<file path="src/rtl/cpu_pkg.sv">
// Shared types for the CPU core slice: register-pair selects, 16-bit load/stack
// opcode classes and the sequencer state encoding.
package cpu_pkg;

  typedef enum logic [1:0] {
    RR_BC = 2'd0,
    RR_DE = 2'd1,
    RR_HL = 2'd2,
    RR_AF = 2'd3
  } rr_sel_t;

  typedef enum logic [2:0] {
    ST_IDLE     = 3'd0,
    ST_RD_LO    = 3'd1,
    ST_RD_HI    = 3'd2,
    ST_WR_LO    = 3'd3,
    ST_WR_HI    = 3'd4,
    ST_INTERNAL = 3'd5,
    ST_FINISH   = 3'd6
  } ld16_state_t;

  typedef enum logic [2:0] {
    OP_ILLEGAL   = 3'd0,
    OP_LD_RR_D16 = 3'd1,
    OP_LD_A16_SP = 3'd2,
    OP_PUSH      = 3'd3,
    OP_POP       = 3'd4,
    OP_LD_SP_HL  = 3'd5
  } ld16_op_t;

  typedef struct packed {
    ld16_state_t state;
    logic [1:0]  m_idx;
    logic        t_first;
  } ld16_dbg_t;

  localparam logic [7:0] OPC_LD_A16_SP = 8'h08;
  localparam logic [7:0] OPC_LD_SP_HL  = 8'hF9;
  // Row opcodes: pair index lives in [5:4], the class in [7:6] and [3:0].
  localparam logic [3:0] OPC_LO_LD_RR  = 4'h1;
  localparam logic [3:0] OPC_LO_PUSH   = 4'h5;
  localparam logic [3:0] OPC_LO_POP    = 4'h1;

  function automatic ld16_op_t ld16_decode(input logic [7:0] opc);
    ld16_op_t op;
    op = OP_ILLEGAL;
    if (opc == OPC_LD_A16_SP) op = OP_LD_A16_SP;
    else if (opc == OPC_LD_SP_HL) op = OP_LD_SP_HL;
    else if (opc[7:6] == 2'b00 && opc[3:0] == OPC_LO_LD_RR) op = OP_LD_RR_D16;
    else if (opc[7:6] == 2'b11 && opc[3:0] == OPC_LO_PUSH) op = OP_PUSH;
    else if (opc[7:6] == 2'b11 && opc[3:0] == OPC_LO_POP) op = OP_POP;
    return op;
  endfunction

endpackage

</file>
<file path="src/rtl/cpu_mcycle_timer.sv">
// T-state counter inside an M-cycle plus a running M-cycle index.
// i_start restarts both at T0; the counter only advances while i_run is high.
module cpu_mcycle_timer #(
  parameter int T_PER_M = 4,
  parameter int M_W     = 2
) (
  input  logic           i_clk,
  input  logic           i_rst,
  input  logic           i_start,
  input  logic           i_run,
  output logic           o_t_first,
  output logic           o_t_last,
  output logic [M_W-1:0] o_m_idx
);

  localparam int TW = $clog2(T_PER_M);
  localparam logic [TW-1:0] T_LAST = TW'(T_PER_M - 1);

  logic [TW-1:0]  t_q, t_d;
  logic [M_W-1:0] m_q, m_d;

  always_comb begin
    t_d = t_q;
    m_d = m_q;
    if (i_start) begin
      t_d = '0;
      m_d = '0;
    end else if (i_run) begin
      if (t_q == T_LAST) begin
        t_d = '0;
        m_d = m_q + 1'b1;
      end else begin
        t_d = t_q + 1'b1;
      end
    end
  end

  always_ff @(posedge i_clk or posedge i_rst) begin
    if (i_rst) begin
      t_q <= '0;
      m_q <= '0;
    end else begin
      t_q <= t_d;
      m_q <= m_d;
    end
  end

  assign o_t_first = (t_q == '0);
  assign o_t_last  = (t_q == T_LAST);
  assign o_m_idx   = m_q;

endmodule

</file>
<file path="src/rtl/cpu_ld16_unit.sv">
// SM83 16-bit load/stack sequencer: LD rr,d16 / LD (a16),SP / PUSH / POP / LD SP,HL.
// Owns SP, fetches its immediates at PC and drives the bus and the pair write port.
module cpu_ld16_unit
  import cpu_pkg::*;
#(
  parameter int          T_PER_M  = 4,
  parameter logic [15:0] SP_RESET = 16'hFFFE
) (
  input  logic        i_clk,
  input  logic        i_rst,
  input  logic        i_start,
  input  logic [7:0]  i_opcode,
  output logic        o_busy,
  output logic        o_done,
  output logic        o_illegal,
  input  logic [15:0] i_pc,
  output logic        o_pc_inc,
  output logic [1:0]  o_rr_sel,
  input  logic [15:0] i_rr_data,
  output logic        o_rr_wr_en,
  output logic [15:0] o_rr_wr_data,
  output logic [15:0] o_sp,
  output logic [15:0] o_mem_rd_addr,
  input  logic [7:0]  i_mem_rd_data,
  output logic        o_mem_wr_en,
  output logic [15:0] o_mem_wr_addr,
  output logic [7:0]  o_mem_wr_data,
  output ld16_dbg_t   o_dbg
);

  ld16_state_t state_q;
  ld16_op_t    op_q;
  rr_sel_t     rr_q;
  logic [15:0] sp_q;
  logic [7:0]  lo_q, hi_q;

  logic        busy, accept, t_first, t_last;
  logic [1:0]  m_idx;
  ld16_op_t    op_dec;
  ld16_state_t first_st;
  rr_sel_t     rr_dec;

  assign busy   = (state_q != ST_IDLE) && (state_q != ST_FINISH);
  assign accept = i_start && !busy;

  cpu_mcycle_timer #(.T_PER_M(T_PER_M), .M_W(2)) u_timer (
    .i_clk     (i_clk),
    .i_rst     (i_rst),
    .i_start   (accept),
    .i_run     (busy),
    .o_t_first (t_first),
    .o_t_last  (t_last),
    .o_m_idx   (m_idx)
  );

  always_comb begin
    op_dec   = ld16_decode(i_opcode);
    first_st = ST_FINISH;
    rr_dec   = RR_BC;
    case (op_dec)
      OP_LD_RR_D16: begin first_st = ST_RD_LO;    rr_dec = rr_sel_t'(i_opcode[5:4]); end
      OP_LD_A16_SP: begin first_st = ST_RD_LO;    rr_dec = RR_BC;                    end
      OP_PUSH:      begin first_st = ST_INTERNAL; rr_dec = rr_sel_t'(i_opcode[5:4]); end
      OP_POP:       begin first_st = ST_RD_LO;    rr_dec = rr_sel_t'(i_opcode[5:4]); end
      OP_LD_SP_HL:  begin first_st = ST_INTERNAL; rr_dec = RR_HL;                    end
      default:      begin first_st = ST_FINISH;   rr_dec = RR_BC;                    end
    endcase
  end

  // Sequencer: every data/SP side effect lands on the last T-state edge of its M-cycle.
  always_ff @(posedge i_clk or posedge i_rst) begin
    if (i_rst) begin
      state_q <= ST_IDLE;
      op_q    <= OP_ILLEGAL;
      rr_q    <= RR_BC;
      sp_q    <= SP_RESET;
      lo_q    <= '0;
      hi_q    <= '0;
    end else begin
      case (state_q)
        ST_IDLE, ST_FINISH: begin
          if (accept) begin
            state_q <= first_st;
            op_q    <= op_dec;
            rr_q    <= rr_dec;
          end else begin
            state_q <= ST_IDLE;
            rr_q    <= RR_BC;
          end
        end
        ST_RD_LO: if (t_last) begin
          lo_q    <= i_mem_rd_data;
          state_q <= ST_RD_HI;
          if (op_q == OP_POP) sp_q <= sp_q + 16'd1;
        end
        ST_RD_HI: if (t_last) begin
          hi_q    <= i_mem_rd_data;
          state_q <= (op_q == OP_LD_A16_SP) ? ST_WR_LO : ST_FINISH;
          if (op_q == OP_POP) sp_q <= sp_q + 16'd1;
          if (op_q == OP_LD_RR_D16 && rr_q == RR_AF) sp_q <= {i_mem_rd_data, lo_q};
        end
        ST_WR_LO: if (t_last) begin
          state_q <= (op_q == OP_PUSH) ? ST_FINISH : ST_WR_HI;
        end
        ST_WR_HI: if (t_last) begin
          state_q <= (op_q == OP_PUSH) ? ST_WR_LO : ST_FINISH;
          if (op_q == OP_PUSH) sp_q <= sp_q - 16'd1;
        end
        ST_INTERNAL: if (t_last) begin
          state_q <= (op_q == OP_PUSH) ? ST_WR_HI : ST_FINISH;
          if (op_q == OP_PUSH) sp_q <= sp_q - 16'd1;
          if (op_q == OP_LD_SP_HL) sp_q <= i_rr_data;
        end
        default: state_q <= ST_IDLE;
      endcase
    end
  end

  // Bus and pair-port drive decoded from registered state only.
  always_comb begin
    o_pc_inc      = 1'b0;
    o_mem_rd_addr = '0;
    o_mem_wr_en   = 1'b0;
    o_mem_wr_addr = '0;
    o_mem_wr_data = '0;
    o_rr_wr_en    = 1'b0;
    o_rr_wr_data  = '0;
    case (state_q)
      ST_RD_LO, ST_RD_HI: begin
        if (op_q == OP_POP) begin
          o_mem_rd_addr = sp_q;
        end else begin
          o_mem_rd_addr = i_pc;
          o_pc_inc      = t_last;
        end
      end
      ST_WR_LO: begin
        o_mem_wr_en = t_last;
        if (op_q == OP_PUSH) begin
          o_mem_wr_addr = sp_q;
          o_mem_wr_data = i_rr_data[7:0];
        end else begin
          o_mem_wr_addr = {hi_q, lo_q};
          o_mem_wr_data = sp_q[7:0];
        end
      end
      ST_WR_HI: begin
        o_mem_wr_en = t_last;
        if (op_q == OP_PUSH) begin
          o_mem_wr_addr = sp_q;
          o_mem_wr_data = i_rr_data[15:8];
        end else begin
          o_mem_wr_addr = {hi_q, lo_q} + 16'd1;
          o_mem_wr_data = sp_q[15:8];
        end
      end
      ST_FINISH: begin
        if (op_q == OP_POP) begin
          o_rr_wr_en   = 1'b1;
          o_rr_wr_data = {hi_q, (rr_q == RR_AF) ? {lo_q[7:4], 4'h0} : lo_q};
        end else if (op_q == OP_LD_RR_D16 && rr_q != RR_AF) begin
          o_rr_wr_en   = 1'b1;
          o_rr_wr_data = {hi_q, lo_q};
        end
      end
      default: ;
    endcase
  end

  assign o_busy    = busy;
  assign o_done    = (state_q == ST_FINISH);
  assign o_illegal = (state_q == ST_FINISH) && (op_q == OP_ILLEGAL);
  assign o_rr_sel  = rr_q;
  assign o_sp      = sp_q;
  assign o_dbg     = '{state: state_q, m_idx: m_idx, t_first: t_first};

endmodule

</file>
<file path="config.mk">
export PLATFORM = sky130hd
export DESIGN_NAME = cpu_ld16_unit
export DESIGN_NICKNAME = d
export VERILOG_FILES = /design/src/rtl/cpu_pkg.sv /design/src/rtl/cpu_mcycle_timer.sv /design/src/rtl/cpu_ld16_unit.sv
export SDC_FILE = /design/constraint.sdc
export NUM_CORES = 1
export LEC_CHECK = 0
export ABC_AREA = 1
export BUFFER_PORTS_ARGS = -buffer_cell sky130_fd_sc_hd__buf_2
export CELL_PAD_IN_SITES_DETAIL_PLACEMENT = 2
export CELL_PAD_IN_SITES_GLOBAL_PLACEMENT = 2
export CORE_ASPECT_RATIO = 1.4
export CORE_MARGIN = 5
export CORE_UTILIZATION = 29
export CTS_CLUSTER_DIAMETER = 80
export DETAILED_ROUTE_END_ITERATION = 10
export PLACE_DENSITY = 0.95
export SLEW_MARGIN = 20
export SYNTH_ARGS = -nofsm -noshare
export SYNTH_HDL_FRONTEND = slang
export SYNTH_HIERARCHICAL = 1
export SYNTH_SLANG_ARGS = --single-unit
</file>
<file path="constraint.sdc">
create_clock -name i_clk -period 4.3 [get_ports i_clk]
set_clock_uncertainty 0.2 [all_clocks]
set_input_delay 0.215 -clock i_clk [delete_from_list [all_inputs] [get_ports i_clk]]
set_output_delay 0.215 -clock i_clk [all_outputs]
set_load 0.02 [all_outputs]
</file>
==> results_dict.tcl <==
set metrics [dict create \
    grt_max_degree 42 \
    yosys.area_share.adder 0.0129 \
    row_count 56 \
    syn_nets 898 \
    critPathRequiredTime_ns 3.88 \
    cts.sinks 44 \
    grt_overflow 0 \
    die-height_um 163 \
    synth.most_common_cell "nand2_1" \
    tightest_slew_ns 0.870 \
    worstHoldStart "i_mem_rd_data[6]" \
    max_freq_mhz 323 \
    maxSlewViolCount 0 \
    cts_hold_buf 3 \
    die_x_um 119 \
    vdd_drop_max_mv 0.286 \
    synth_top_area_share 0.184 \
    ctsResizeCount 0 \
    hp-class "in2reg" \
    violations "hold timing" \
    yosysSeqAreaShare 0.230 \
    synth_top_family_by_area "simple AND/OR/NAND/NOR gates" \
    cap_violations 0 \
    p_clk_frac 0.094 \
    wirelength_um 26600 \
    r2r-start "state_q[0]$_DFFE_PP0P_" \
    crit_path_start "state_q[0]$_DFFE_PP0P_" \
    fin_ws_ns 1.21 \
    seq_power_share 0.221 \
    r2r-end "o_sp[8]$_DFFE_PP1P_" \
    cp-end-kind "primary output" \
    cts_root_buf "clkbuf_16" \
    p_int_uw 1710 \
    p_switching_uw 2880 \
    viasPerCell 5.63 \
    rsz0062_at_grt "no" \
    ys_ff_latch 44 \
    endpoint "o_mem_wr_data[1]" \
    initial_core_util 0.293 \
    final_nets 1015 \
    power.density_nw_per_um2 790 \
    ys_warn_count 6 \
    pre_cts_slack_ns 1.64 \
    drc 0 \
    track_usage 0.266 \
    cp-start-kind "flip-flop" \
    rrSetupSlack_ns 1.67 \
    setup_viol 0 \
    synth_cells 842 \
    cts.path.max_buffers 2 \
    synthArstFlopShare 1.00 \
    slew-limit-headroom 0.419 \
    vias 6550 \
    period_share 0.719 \
    cp_max_fo 16 \
    grt_pass1_vias 7191 \
    dieArea_um2 19500 \
    place.gp.congestion 0.947 \
    cts_htree_levels 2 \
    outcome "finished, violations left" \
    synth_compound_area_frac 0.182 \
    antenna_found_initial 0 \
    whs_ns -0.00298 \
    path_clk_slew_ns 0.07 \
    leakage_uw 0.00316 \
    layout-drive-gt1-share 0.208 \
    power_frac_comb 0.685 \
    yosys.area.top_type "nand2_1" \
    dpl.hpwl_um 21000 \
    hold_viol 1 \
    finalWorstPathRequiredPeriod_ns 3.09 \
    synth-xor-area-share 0.0144 \
    yosys.area_share.simple 0.436 \
    synth_flop_cell "dfrtp_1" \
    clock_latency_ns 0.31 \
    syn_to_final_growth_pct 19.7 \
    drt-wirelength-per-cell_um 22.9 \
    cts_buffers 5 \
    setup_tns_ns 0 \
    synthMuxAreaShare 0 \
    ys_types 42 \
    io_pins 137 \
    drt-initial-drc-count 357 \
    io_buffers 136 \
    synth_commonest_cells "nand2_1 (238), inv_1 (100), nor2_1 (97), o21ai_0 (82), nand3_1 (81)" \
    syn_area_um2 4860 \
    switching_share 0.627 \
    path_class "reg2out" \
    ant_nets 0 \
    postCtsSetupBuffers 0 \
    synth.avg_cell_area_um2 5.78 \
    grt_first_pass_wirelength_um 40500 \
    core-area_um2 16600 \
    first_pass_iters 4 \
    n_antenna_cell 0 \
    synth-edff-count 0 \
    reg2reg_depth 10 \
    ys_top_cells_by_area "nand2_1 (18%), dfrtp_1 (15%), o21ai_0 (8.4%)" \
    cts_tree "yes" \
    critical_path_arrival_ns 2.68 \
]
==> logic make-up (layout without fill, tap and decap cells) <==
family	count (synthesis)	in the layout
adder cells (fa/ha/maj)	5	5
AND/OR/NAND/NOR	483	483
AO/OA/AOI/OAI	158	158
flip-flops	44	44
buffers and inverters	144	262
XOR/XNOR	8	8
==> critical path, cell delays in order, from the launching register on <==
cell      delay, ns
dfrtp_1        0.43
inv_2          0.14
nand3_2        0.40
inv_1          0.50
nand2_1        0.30
o221ai_1       0.35
buf_2          0.23
==> worst min path at each step <==
stage | endpoint | slack (ns) | cells after the start
after floorplan | u_timer/o_m_idx[0]$_DFFE_PP0P_ | -0.22 | 1
after global placement | u_timer/o_m_idx[0]$_DFFE_PP0P_ | -0.09 | 2
after detailed placement | u_timer/o_m_idx[0]$_DFFE_PP0P_ | -0.08 | 2
after CTS | lo_q[1]$_DFFE_PP0P_ | 0.004 | 3
after global routing | lo_q[2]$_DFFE_PP0P_ | 0.01 | 3
final | lo_q[6]$_DFFE_PP0P_ | -0.003 | 3
==> flip-flops by register name, indices dropped and copies added, names as in the netlist <==
| signal | cells |
|---|---|
| hi_q | 8 |
| lo_q | 8 |
| o_rr_sel | 2 |
| o_sp | 16 |
| op_q | 3 |
| state_q | 3 |
| u_timer/o_m_idx | 2 |
| u_timer/t_q | 2 |
==> layer usage <==
layer	share of wire	GRT usage	wire, um
met1	0.40	0.308	10600
met2	0.51	0.479	13500
met3	0.046	0.0353	1210
met4	0.048	0.132	1270
met5	0	0	0
==> per-stage QoR <==
step | instances | instance area, um2 | hold WS, ns | util | total power, uW
2_1_floorplan | 842 | 4860 | -0.219 | - | 2960
3_3_place_gp | 1152 | 5640 | -0.0893 | 0.340 | 3900
3_5_place_dp | 1152 | 5640 | -0.0772 | 0.340 | 4070
4_1_cts | 1163 | 5820 | 0.00438 | 0.350 | 4550
5_1_grt | 1163 | 5820 | 0.0100 | 0.351 | 4910
6_report | 1163 | 5820 | -0.00298 | 0.351 | 4600
==> power groups by stage <==
stage	sequential, uW	clock, uW	combinational, uW
floorplan	917	0	2040
global placement	983	0	2910
detailed placement	1010	0	3060
CTS	1000	440	3110
global route	1040	454	3410
finish	1010	433	3150
==> layout make-up <==
type,instances,area (um2)
clock inverters,3,25.0
clock buffers,5,125
fillers,2138,10800
inverters,111,417
repair buffers,143,741
well taps,203,254
flip-flops and latches,44,1120
multi-input cells,654,3140
==> placed cells by master (no fill, tap or decap), types with 2 or more instances in the layout <==
master         count
inv_6              2
inv_2             10
buf_2            136
o21ai_1            4
nand2_1          238
a21oi_1           36
clkbuf_16          5
nor2_4             5
nor2_2             6
xor2_1             8
nand3b_1           2
nand4_1           19
a32oi_1            2
nand3_1           81
o211ai_1           8
nor3_1            20
o21ai_0           82
nand3_2            5
o22ai_1            6
dfstp_2           15
nor2_1            97
dlygate4sd3_1      3
ha_1               5
o221ai_1           5
dfrtp_1           29
buf_4              4
o21bai_1           2
nand2_2            5
inv_1            100
a22oi_1            3
a31oi_1            4
Note: power is estimated with default switching activity, not from simulation.
